[src/rtl/corsel_rr_sched.sv]
`default_nettype none
// ============================================================================
//  Module   : corsel_rr_sched
//  Purpose  : Round-robin scheduler in front of a shared two-stage
//             correction-select unit. Grants at most one requester per cycle,
//             registers the winning operand/sign pair into the unit, carries
//             the requester ID alongside the unit's fixed 2-cycle latency and
//             collects results in a credit-protected show-ahead response FIFO.
//  Ports    : clk, reset_n (async, active-low)
//             req_valid/req_ready/req_data/req_sign : per-requester handshake
//             cs_A/cs_sign  -> shared unit (registered)
//             cs_A_out/cs_cor <- shared unit (2 cycles after cs_A)
//             rsp_valid/rsp_ready/rsp_id/rsp_data/rsp_cor : response FIFO head
//             idle : no request accepted and not yet popped
//  Revision : 1.0  initial release
// ============================================================================
module corsel_rr_sched #(
    parameter int NUM_REQ    = 4,
    parameter int DATA_WIDTH = 18,
    parameter int FIFO_DEPTH = 4
) (
    input  logic                          clk,
    input  logic                          reset_n,
    input  logic [NUM_REQ-1:0]            req_valid,
    output logic [NUM_REQ-1:0]            req_ready,
    input  logic [NUM_REQ*DATA_WIDTH-1:0] req_data,
    input  logic [NUM_REQ*2-1:0]          req_sign,
    output logic [DATA_WIDTH-1:0]         cs_A,
    output logic [1:0]                    cs_sign,
    input  logic [DATA_WIDTH-1:0]         cs_A_out,
    input  logic [DATA_WIDTH-1:0]         cs_cor,
    output logic                          rsp_valid,
    input  logic                          rsp_ready,
    output logic [$clog2(NUM_REQ)-1:0]    rsp_id,
    output logic [DATA_WIDTH-1:0]         rsp_data,
    output logic [DATA_WIDTH-1:0]         rsp_cor,
    output logic                          idle
);

    localparam int ID_W  = $clog2(NUM_REQ);
    localparam int PTR_W = $clog2(FIFO_DEPTH);
    localparam int CNT_W = $clog2(FIFO_DEPTH + 1);
    localparam int ENT_W = ID_W + 2 * DATA_WIDTH;

    // ------------------------------------------------------------------
    // State
    // ------------------------------------------------------------------
    logic [ID_W-1:0]   r_ptr;       // last granted requester
    logic [CNT_W-1:0]  r_occ;       // accepted but not yet popped
    logic              r_tag0_v;    // tag travelling with cs_A
    logic [ID_W-1:0]   r_tag0_id;
    logic              r_tag1_v;    // unit stage 1
    logic [ID_W-1:0]   r_tag1_id;
    logic              r_tag2_v;    // unit stage 2 (aligned with cs_A_out)
    logic [ID_W-1:0]   r_tag2_id;

    logic [ENT_W-1:0]  r_mem [FIFO_DEPTH];
    logic [PTR_W-1:0]  r_wr_ptr;
    logic [PTR_W-1:0]  r_rd_ptr;
    logic [CNT_W-1:0]  r_count;

    // ------------------------------------------------------------------
    // Combinational signals
    // ------------------------------------------------------------------
    logic              w_found;
    logic [ID_W-1:0]   w_gnt_id;
    int                w_idx;
    logic              w_pop;
    logic              w_credit;
    logic              w_xfer;
    logic [DATA_WIDTH-1:0] w_data;
    logic [1:0]        w_sign;
    logic              w_fifo_wr;
    logic              w_full;
    logic [ENT_W-1:0]  w_head;

    // Circular search starting one past the last winner.
    always_comb begin
        w_found  = 1'b0;
        w_gnt_id = '0;
        w_idx    = 0;
        for (int k = 1; k <= NUM_REQ; k++) begin
            w_idx = int'(r_ptr) + k;
            if (w_idx >= NUM_REQ) begin
                w_idx = w_idx - NUM_REQ;
            end
            if (!w_found && req_valid[ID_W'(w_idx)]) begin
                w_found  = 1'b1;
                w_gnt_id = ID_W'(w_idx);
            end
        end
    end

    assign rsp_valid = (r_count != '0);
    assign w_pop     = rsp_valid & rsp_ready;
    assign w_full    = (r_count == CNT_W'(FIFO_DEPTH));

    // A pop in the same cycle frees the slot the new request will need.
    assign w_credit  = (r_occ < CNT_W'(FIFO_DEPTH)) | w_pop;
    // reset_n gating keeps req_ready low for the whole reset interval.
    assign w_xfer    = w_found & w_credit & reset_n;

    always_comb begin
        req_ready = '0;
        if (w_xfer) begin
            req_ready[w_gnt_id] = 1'b1;
        end
    end

    always_comb begin
        w_data = '0;
        w_sign = '0;
        for (int i = 0; i < NUM_REQ; i++) begin
            if (w_gnt_id == ID_W'(i)) begin
                w_data = req_data[i*DATA_WIDTH +: DATA_WIDTH];
                w_sign = req_sign[i*2 +: 2];
            end
        end
    end

    // ------------------------------------------------------------------
    // Arbiter pointer, credit counter, issue register and tag pipe
    // ------------------------------------------------------------------
    always_ff @(posedge clk or negedge reset_n) begin
        if (!reset_n) begin
            r_ptr     <= ID_W'(NUM_REQ - 1);
            r_occ     <= '0;
            cs_A      <= '0;
            cs_sign   <= '0;
            r_tag0_v  <= 1'b0;
            r_tag0_id <= '0;
            r_tag1_v  <= 1'b0;
            r_tag1_id <= '0;
            r_tag2_v  <= 1'b0;
            r_tag2_id <= '0;
        end else begin
            case ({w_xfer, w_pop})
                2'b10:   r_occ <= r_occ + CNT_W'(1);
                2'b01:   r_occ <= r_occ - CNT_W'(1);
                default: r_occ <= r_occ;
            endcase

            // Bubbles drive zero so the unit returns cor = 0 for them.
            if (w_xfer) begin
                r_ptr     <= w_gnt_id;
                cs_A      <= w_data;
                cs_sign   <= w_sign;
                r_tag0_v  <= 1'b1;
                r_tag0_id <= w_gnt_id;
            end else begin
                cs_A      <= '0;
                cs_sign   <= '0;
                r_tag0_v  <= 1'b0;
                r_tag0_id <= '0;
            end

            r_tag1_v  <= r_tag0_v;
            r_tag1_id <= r_tag0_id;
            r_tag2_v  <= r_tag1_v;
            r_tag2_id <= r_tag1_id;
        end
    end

    // ------------------------------------------------------------------
    // Response FIFO (show-ahead)
    // ------------------------------------------------------------------
    assign w_fifo_wr = r_tag2_v;

    always_ff @(posedge clk or negedge reset_n) begin
        if (!reset_n) begin
            r_wr_ptr <= '0;
            r_rd_ptr <= '0;
            r_count  <= '0;
        end else begin
            if (w_fifo_wr) begin
                r_wr_ptr <= r_wr_ptr + PTR_W'(1);
            end
            if (w_pop) begin
                r_rd_ptr <= r_rd_ptr + PTR_W'(1);
            end
            case ({w_fifo_wr, w_pop})
                2'b10:   r_count <= r_count + CNT_W'(1);
                2'b01:   r_count <= r_count - CNT_W'(1);
                default: r_count <= r_count;
            endcase
        end
    end

    // Storage needs no reset: the head is masked whenever the FIFO is empty.
    always_ff @(posedge clk) begin
        if (w_fifo_wr) begin
            r_mem[r_wr_ptr] <= {r_tag2_id, cs_A_out, cs_cor};
        end
    end

    a_no_overflow : assert property (@(posedge clk) disable iff (!reset_n)
        w_fifo_wr |-> (!w_full || w_pop));

    assign w_head   = r_mem[r_rd_ptr];
    assign rsp_id   = rsp_valid ? w_head[ENT_W-1 -: ID_W]             : '0;
    assign rsp_data = rsp_valid ? w_head[2*DATA_WIDTH-1 -: DATA_WIDTH] : '0;
    assign rsp_cor  = rsp_valid ? w_head[DATA_WIDTH-1:0]               : '0;

    assign idle = (r_occ == '0);

endmodule
`default_nettype wire

[config.mk]
export PLATFORM = sky130hd
export DESIGN_NAME = corsel_rr_sched
export DESIGN_NICKNAME = d
export VERILOG_FILES = /design/src/rtl/corsel_rr_sched.sv
export SDC_FILE = /design/constraint.sdc
export NUM_CORES = 1
export LEC_CHECK = 0
export CORE_UTILIZATION = 25
export CTS_CLUSTER_SIZE = 12
export DETAILED_ROUTE_END_ITERATION = 10
export HOLD_SLACK_MARGIN = 0.05
export PLACE_DENSITY_LB_ADDON = 0.2
export SLEW_MARGIN = 10
export SYNTH_ARGS = -nofsm -noshare
export SYNTH_HDL_FRONTEND = slang
export SYNTH_SLANG_ARGS = --single-unit
export TNS_END_PERCENT = 5
[constraint.sdc]
create_clock -name clk -period 4.65 [get_ports clk]
set_input_delay 0.6975 -clock clk [delete_from_list [all_inputs] [get_ports clk]]
set_output_delay 0.6975 -clock clk [all_outputs]
set_load 0.02 [all_outputs]
==> impl_results.md, run 1 <==
* Status: completed
* Max-slew violations at 0
* Cell Area, Synth at ~8000 um2
* Clock skew at just over 0.008 ns
* Required time of the worst setup path at 3.95 ns
* P_int at 0.00430 W
* Final Hold Vio Count at 0
* # IOs at 187
* Most used DFF post-synth: edfxtp_1
* Die ar. at 32,600 um2
* Sw frac at 34.3%
* Largest net degree at the start of global routing at 42
* Hold-fix buffers, CTS at 0
* Syn_nets at 571
* Residual DRC count at 0
* Initial drt markers at 152
* Initial antenna violation count at 0
* CP Launch Type: input port
* Final Non-Filler Cells at 1,043
* Path depth of the worst reg2reg path at 5
* Commonest cells in the netlist: edfxtp_1 (152), and2_1 (43), dfrtp_1 (39)
* CP delay by family, top: buffers and inverters
* Number of synthesized register bits at 193
* TritonCTS Buffers at 17
* EDFF count, synth at 152
* Fin crit share at 81.3%
* Pre-antenna DRT Iters at 4
* PwrDens at ~600 nW/um2
* Core Area at between 30,000 and 40,000 um2
* HP Class: reg2reg
* CP max stage cell: clkdlybuf4s50_1
* Post-synthesis sequential area ratio at between 70% and 80%
* Routability congestion estimate at 0.794
* Fmax at 264 MHz
* Die span in y at 181 um
* Post-Synthesis Cells at 440
* Worst path depth at 6
* Hpwl dp at 11.3 mm
* Count leader, synth: edfxtp_1
* Relative slew slack at roughly 24%
* Critical path, cell by cell: clkdlybuf4s50_1 > and3b_1 > o32ai_4 > buf_4 > nor3_1 > clkdlybuf4s50_1
* Worst skew pair latency at 0.43 ns
* Layout Utilization at 34.5%
* Cell Rows at between 60 and 70
* CTS tree: done
* CP peak stage delay at approximately 0.57 ns
* CP Max Fanout at 29
* Drt wl/cell at 17.4 um
* Worst Path Class, Setup: in2out
* Input/output buffers at about 190
* Via count at 4,604
* Die Wd at 181 um
* Hold path cells at 0
* CTS clk-pin slew, worst paths at roughly 0.080 ns
* Synth Area per Inst at 18.1 um2
* Clk pwr share at 21.8%
* Worst path most repeated cell: clkdlybuf4s50_1
* Clock root buffer: clkbuf_16
* Flop pwr share at 39.4%
* Cts repair resizes at 0
* Clk sink count at 193
* Routed WL at 18.1 mm
* Critical path buffer and inverter count at 3
* Nets at 759
* Psw at 0.00224 W
* Share of layout cells above drive strength 1 at 14.5%
* Top cell type by total area after synthesis: edfxtp_1
* Final period demand of the worst path at ~3.8 ns
* First-pass GRT wire length at 28.3 mm
* Final hold slack at between 0.3 and 0.4 ns
* Leakage at 3.77 nW
* Maxcap violations at 0
* Final setup viols at 0
* Worst Path Arrival at 3.08 ns
* H-tree levels at 4
* Layout filler cell count at 3,012
* Vias per cell at ~4.4
* CP Capture Type: primary output
* CTS Buffer Depth at 2
* VDD IR max at 242 uV
* Post-synth top area share at 57.2%
* Total track usage at between 10% and 20%
* Grt total ovfl at 0
* Slew of the pin with the lowest slew margin at 1.14 ns
* Syn. warnings at 0
* RSZ-0062 raised after global routing: no
* Ant diodes at 0
* Placed Cells at just over 1k
* Share of flip-flops with an asynchronous set or reset at 21.2%
* Post CTS Setup Buffer Count at 0
* Combinational Power Share at 38.8%
* Initial Util at 25.3%
* Area delta synth->final at 36.1%
* Vias in the first global route at 5,029
* Setup TNS at 0 ns
* Remaining antenna violation count after routing at 0
* Yosys cell types at 43
* Leading post-synthesis cells by cell area: edfxtp_1 (57%), dfrtp_1 (12%), mux4_2 (11%)
==> cell families after synthesis <==
group,Yosys count,share of synthesized area (%)
compound gates,52,5.51
fa+ha+maj,8,1.44
flops,193,70.1
buf+inv,40,2.49
mux,63,13.9
simple gates,74,5.46
xor+xnor,10,1.10
==> stage by stage <==
stage / setup WS (ns) / power [W] / cell area (um2)
after global routing: 0.758 / 0.00692 / 10900
after floorplan: 1.93 / 0.00409 / 7980
final: 0.869 / 0.00654 / 10900
after CTS: 0.886 / 0.00668 / 10900
after global placement: 0.921 / 0.00519 / 10300
after detailed placement: 0.891 / 0.00522 / 10300
==> placed cells by master (no fill, tap or decap), types with 3 or more instances in the layout <==
cell type	synthesis	final
a211oi_1	13	13
a21oi_1	8	8
and2_1	43	39
and2_2	0	4
buf_4	4	10
clkbuf_16	0	17
clkdlybuf4s50_1	0	185
clkinv_8	0	3
dfrtp_1	39	37
edfxtp_1	152	152
ha_1	6	6
inv_1	13	13
inv_6	0	4
inv_8	0	4
mux2i_1	25	25
mux4_2	38	38
nand2_1	5	5
nand2b_1	7	7
nor2_1	7	7
o2bb2ai_1	6	6
o32ai_1	13	13
xnor2_1	4	4
xor2_1	6	6
==> flip-flops by register name, indices dropped and copies added (netlist names) <==
| signal | cells |
|---|---|
| r_count | 3 |
| r_tag2_v | 1 |
| r_tag0_id | 2 |
| r_tag0_v | 1 |
| r_tag2_id | 2 |
| r_rd_ptr | 2 |
| r_ptr | 2 |
| r_wr_ptr | 2 |
| r_tag1_v | 1 |
| r_mem | 152 |
| r_occ | 3 |
| r_tag1_id | 2 |
| cs_A | 18 |
| cs_sign | 2 |
==> worst paths after layout <==
check	start	to	slack [ns]
setup / recovery	req_valid[3]	req_ready[2]	0.87
hold / removal	r_tag1_id[1]$_DFF_PN0_	r_tag2_id[1]$_DFF_PN0_	0.34
setup reg to reg	r_ptr[1]$_DFFE_PN1P_	cs_A[0]$_DFF_PN0_	2.10
hold reg to reg	r_tag1_id[1]$_DFF_PN0_	r_tag2_id[1]$_DFF_PN0_	0.34
max in group asynchronous	reset_n	r_rd_ptr[0]$_DFFE_PN0P_	3.84
min in group asynchronous	reset_n	r_tag0_id[0]$_DFF_PN0_	0.39
==> layer usage <==
metal | part of all wire, % | GRT usage [%] | vias up | wire length, um
met5 | 0 | 0 | - | 0
met4 | 1.8 | 4.41 | 0 | 323
met3 | 7.0 | 3.68 | 16 | 1270
met2 | 49 | 19.5 | 188 | 8900
met1 | 42 | 13.8 | 2307 | 7620
li1 | - | - | 2093 | -
==> power groups by stage <==
stage	clock (W)	sequential, W	combinational [W]
2_1_floorplan	0	0.00244	0.00164
3_3_place_gp	0	0.00262	0.00257
3_5_place_dp	0	0.00264	0.00259
4_1_cts	0.00148	0.00260	0.00260
5_1_grt	0.00154	0.00265	0.00274
6_report	0.00143	0.00257	0.00254
==> cell type report <==
cell class	count	area [um2]	area share, %
Clock buffer	17	425	3.92
Tap cell	402	503	4.64
Sequential cell	193	5600	51.6
Multi-Input combinational cell	207	2190	20.2
Clock inverter	15	156	1.44
Inverter	13	48.8	0.450
Timing Repair Buffer	196	1930	17.8
No activity file was read; power rests on OpenSTA's default activity.
==> run 2, diff against run 1 <==
clock period = 3.73 ns   (was 4.65 ns; I/O delays follow)
==> run 2 against run 1 <==
  * Sequential power rose by 20%
  * Critical path type unchanged
  * Core utilization up 0.27 points
  * Critical path depth unchanged
  * Clock skew increased by 0.0054 ns
  * Non-clock buffer count up 6
  * Die area did not move
  * First-iteration DRC count is 26% higher
  * Clock-buffer cell count did not move
  * Flip-flop and latch count unchanged
  * Combinational power increased by 32%
  * Register-to-register slack worse by 0.92 ns
==> impl_results.md, run 2 (synthesis gave the netlist of run 1 again) <==
* Status: completed
* Vias per cell at ~4.4
* Routed WL at between 15 and 20 mm
* Core Area at 31,500 um2
* Initial Util at 25.3%
* Ant diodes at 0
* Met1 usage at 14.6%
* CP Launch Type: input port
* Worst Setup Slack, final at 0.395 ns
* Met2 Usage GRT at between 10% and 20%
* HP Class: in2async
* Hpwl dp at between 10 and 15 mm
* Area delta synth->final at 37.1%
* Die ar. at 32,600 um2
* Crit. Startpoint: req_valid[3]
* Fin crit share at between 80% and 90%
* Max-slew violations at 0
* Layout filler cell count at between 2k and 3k
* Largest register FFs at 152
* Grt total ovfl at 0
* Clock root buffer: clkbuf_16
* Share of layout cells above drive strength 1 at roughly 15%
* Maxcap violations at 0
* Final period demand of the worst path at 3.34 ns
* CP Capture Type: primary output
* Drt wl/cell at 17.4 um
* Cell Rows at 65
* Commonest non-fill, non-tap cell in the layout: clkdlybuf4s50_1
* Worst Path Arrival at ~2.8 ns
* Worst Path Class, Setup: in2out
* Largest register by flop count: r_mem
* CTS Buffer Depth at 2
* Die span in y at 181 um
* CP endpoint: req_ready[2]
* Vias in the first global route at 5,058
* CTS clk-pin slew, worst paths at 0.08 ns
* Required time of the worst setup path at 3.17 ns
* Path depth of the worst reg2reg path at 9
* Clock skew at 0.0135 ns
* FF-to-FF End: r_occ[2]$_DFFE_PN0P_
* Final hold slack at 0.232 ns
* Die Wd at 181 um
* Leakage at 3.82 nW
* PwrDens at 757 nW/um2
* Residual DRC count at 0
* RR Startpoint: r_count[0]$_DFFE_PN0P_
* Clk sink count at 193
* H-tree levels at 4
* TritonCTS Buffers at 17
* GRT busiest layer: met2
* Final setup viols at 0
* Total track usage at 11.7%
* Largest net degree at the start of global routing at 42
* Met3 Use GR at 3.23%
* Storage element area at 5600 um2
* Nets at 765
* Pre-antenna DRT Iters at 4
* Post CTS Setup Buffer Count at 0
* Routability congestion estimate at 0.845
* Initial drt markers at 191
* P_int at approximately 0.0054 W
* Slew of the pin with the lowest slew margin at about 0.77 ns
* Input/output buffers at 186
* # IOs at 187
* Fmax at 300 MHz
* Cts repair resizes at 0
* CP Max Fanout at 14
* Setup TNS at 0 ns
* Clk pwr share at 22.2%
* Psw at 0.00285 W
* Hold-fix buffers, CTS at 0
* Relative slew slack at 48.7%
* Place WS at 0.394 ns
* CTS tree: done
* Final Hold Vio Count at 0
* First-pass GRT wire length at 28.6 mm
* Worst skew pair latency at 0.43 ns
* Sw frac at approximately a third
* Remaining antenna violation count after routing at 0
* Via count at 4,591
* VDD IR max at 378 uV
* Initial antenna violation count at 0
* Biggest regs: r_mem (152), cs_A (18)
* Multi-input combinational cell area at between 2000 and 2500 um2
* Flop pwr share at between 30% and 40%
* Reg2Reg Setup Slack at 1.18 ns
* RSZ-0062 raised after global routing: no
* Commonest cells after routing, fill and taps aside: clkdlybuf4s50_1 (185), edfxtp_1 (152), and2_1 (39)
* Combinational Power Share at 40.5%
run 2: cell types whose count changed in the layout (fill, tap and decap cells not counted), sizes merged:
cell and delta:
clkinvlp -2, clkinv +1, inv +1, buf +6
run 2: critical path, stage by stage:
cell,delay (ns)
clkdlybuf4s50_1,0.57
o41ai_1,0.47
a21o_1,0.27
buf_4,0.25
nor3_1,0.09
clkdlybuf4s50_1,0.56
run 2: how the worst min path moves through the flow:
stage                      startpoint                      to  slack [ns]  cells past startpoint
3_5_place_dp   r_tag1_id[1]$_DFF_PN0_  r_tag2_id[1]$_DFF_PN0_        0.33                      0
6_report                      reset_n       cs_A[3]$_DFF_PN0_        0.23                      2
2_1_floorplan                 reset_n       cs_A[0]$_DFF_PN0_        0.26                      0
5_1_grt                       reset_n       cs_A[7]$_DFF_PN0_        0.26                      2
4_1_cts                       reset_n      cs_A[15]$_DFF_PN0_        0.24                      2
3_3_place_gp   r_tag1_id[0]$_DFF_PN0_  r_tag2_id[0]$_DFF_PN0_        0.33                      0
run 2: area by class of cell:
cell class                      instances  area share [%]
Sequential cell                       193            51.2
Multi-Input combinational cell        207            20.0
Timing Repair Buffer                  202            18.2
Tap cell                              402            4.60
Clock buffer                           17            3.89
Clock inverter                         15            1.67
Inverter                               13           0.446
run 2: routing by layer:
metal,wire (um),vias up
li1,-,2112
met4,168,0
met5,0,-
met2,8940,169
met3,1030,11
met1,8100,2299
run 2: through the flow:
| step | power, W | instance area, um2 | util [%] | instances |
|---|---|---|---|---|
| finish | 0.00828 | 10900 | 34.7 | 1049 |
| global route | 0.00875 | 10900 | 34.7 | 1049 |
| CTS | 0.00846 | 10900 | 34.7 | 1049 |
| detailed placement | 0.00658 | 10300 | 32.8 | 1017 |
| global placement | 0.00653 | 10300 | 32.8 | 1017 |
| floorplan | 0.00509 | 7980 | - | 440 |
run 2: power by group through the flow:
stage | Combinational, W | Clock, W | Sequential, W
CTS | 0.00344 | 0.00191 | 0.00311
global placement | 0.00340 | 0 | 0.00313
global route | 0.00361 | 0.00199 | 0.00315
floorplan | 0.00205 | 0 | 0.00304
finish | 0.00336 | 0.00184 | 0.00309
detailed placement | 0.00343 | 0 | 0.00315
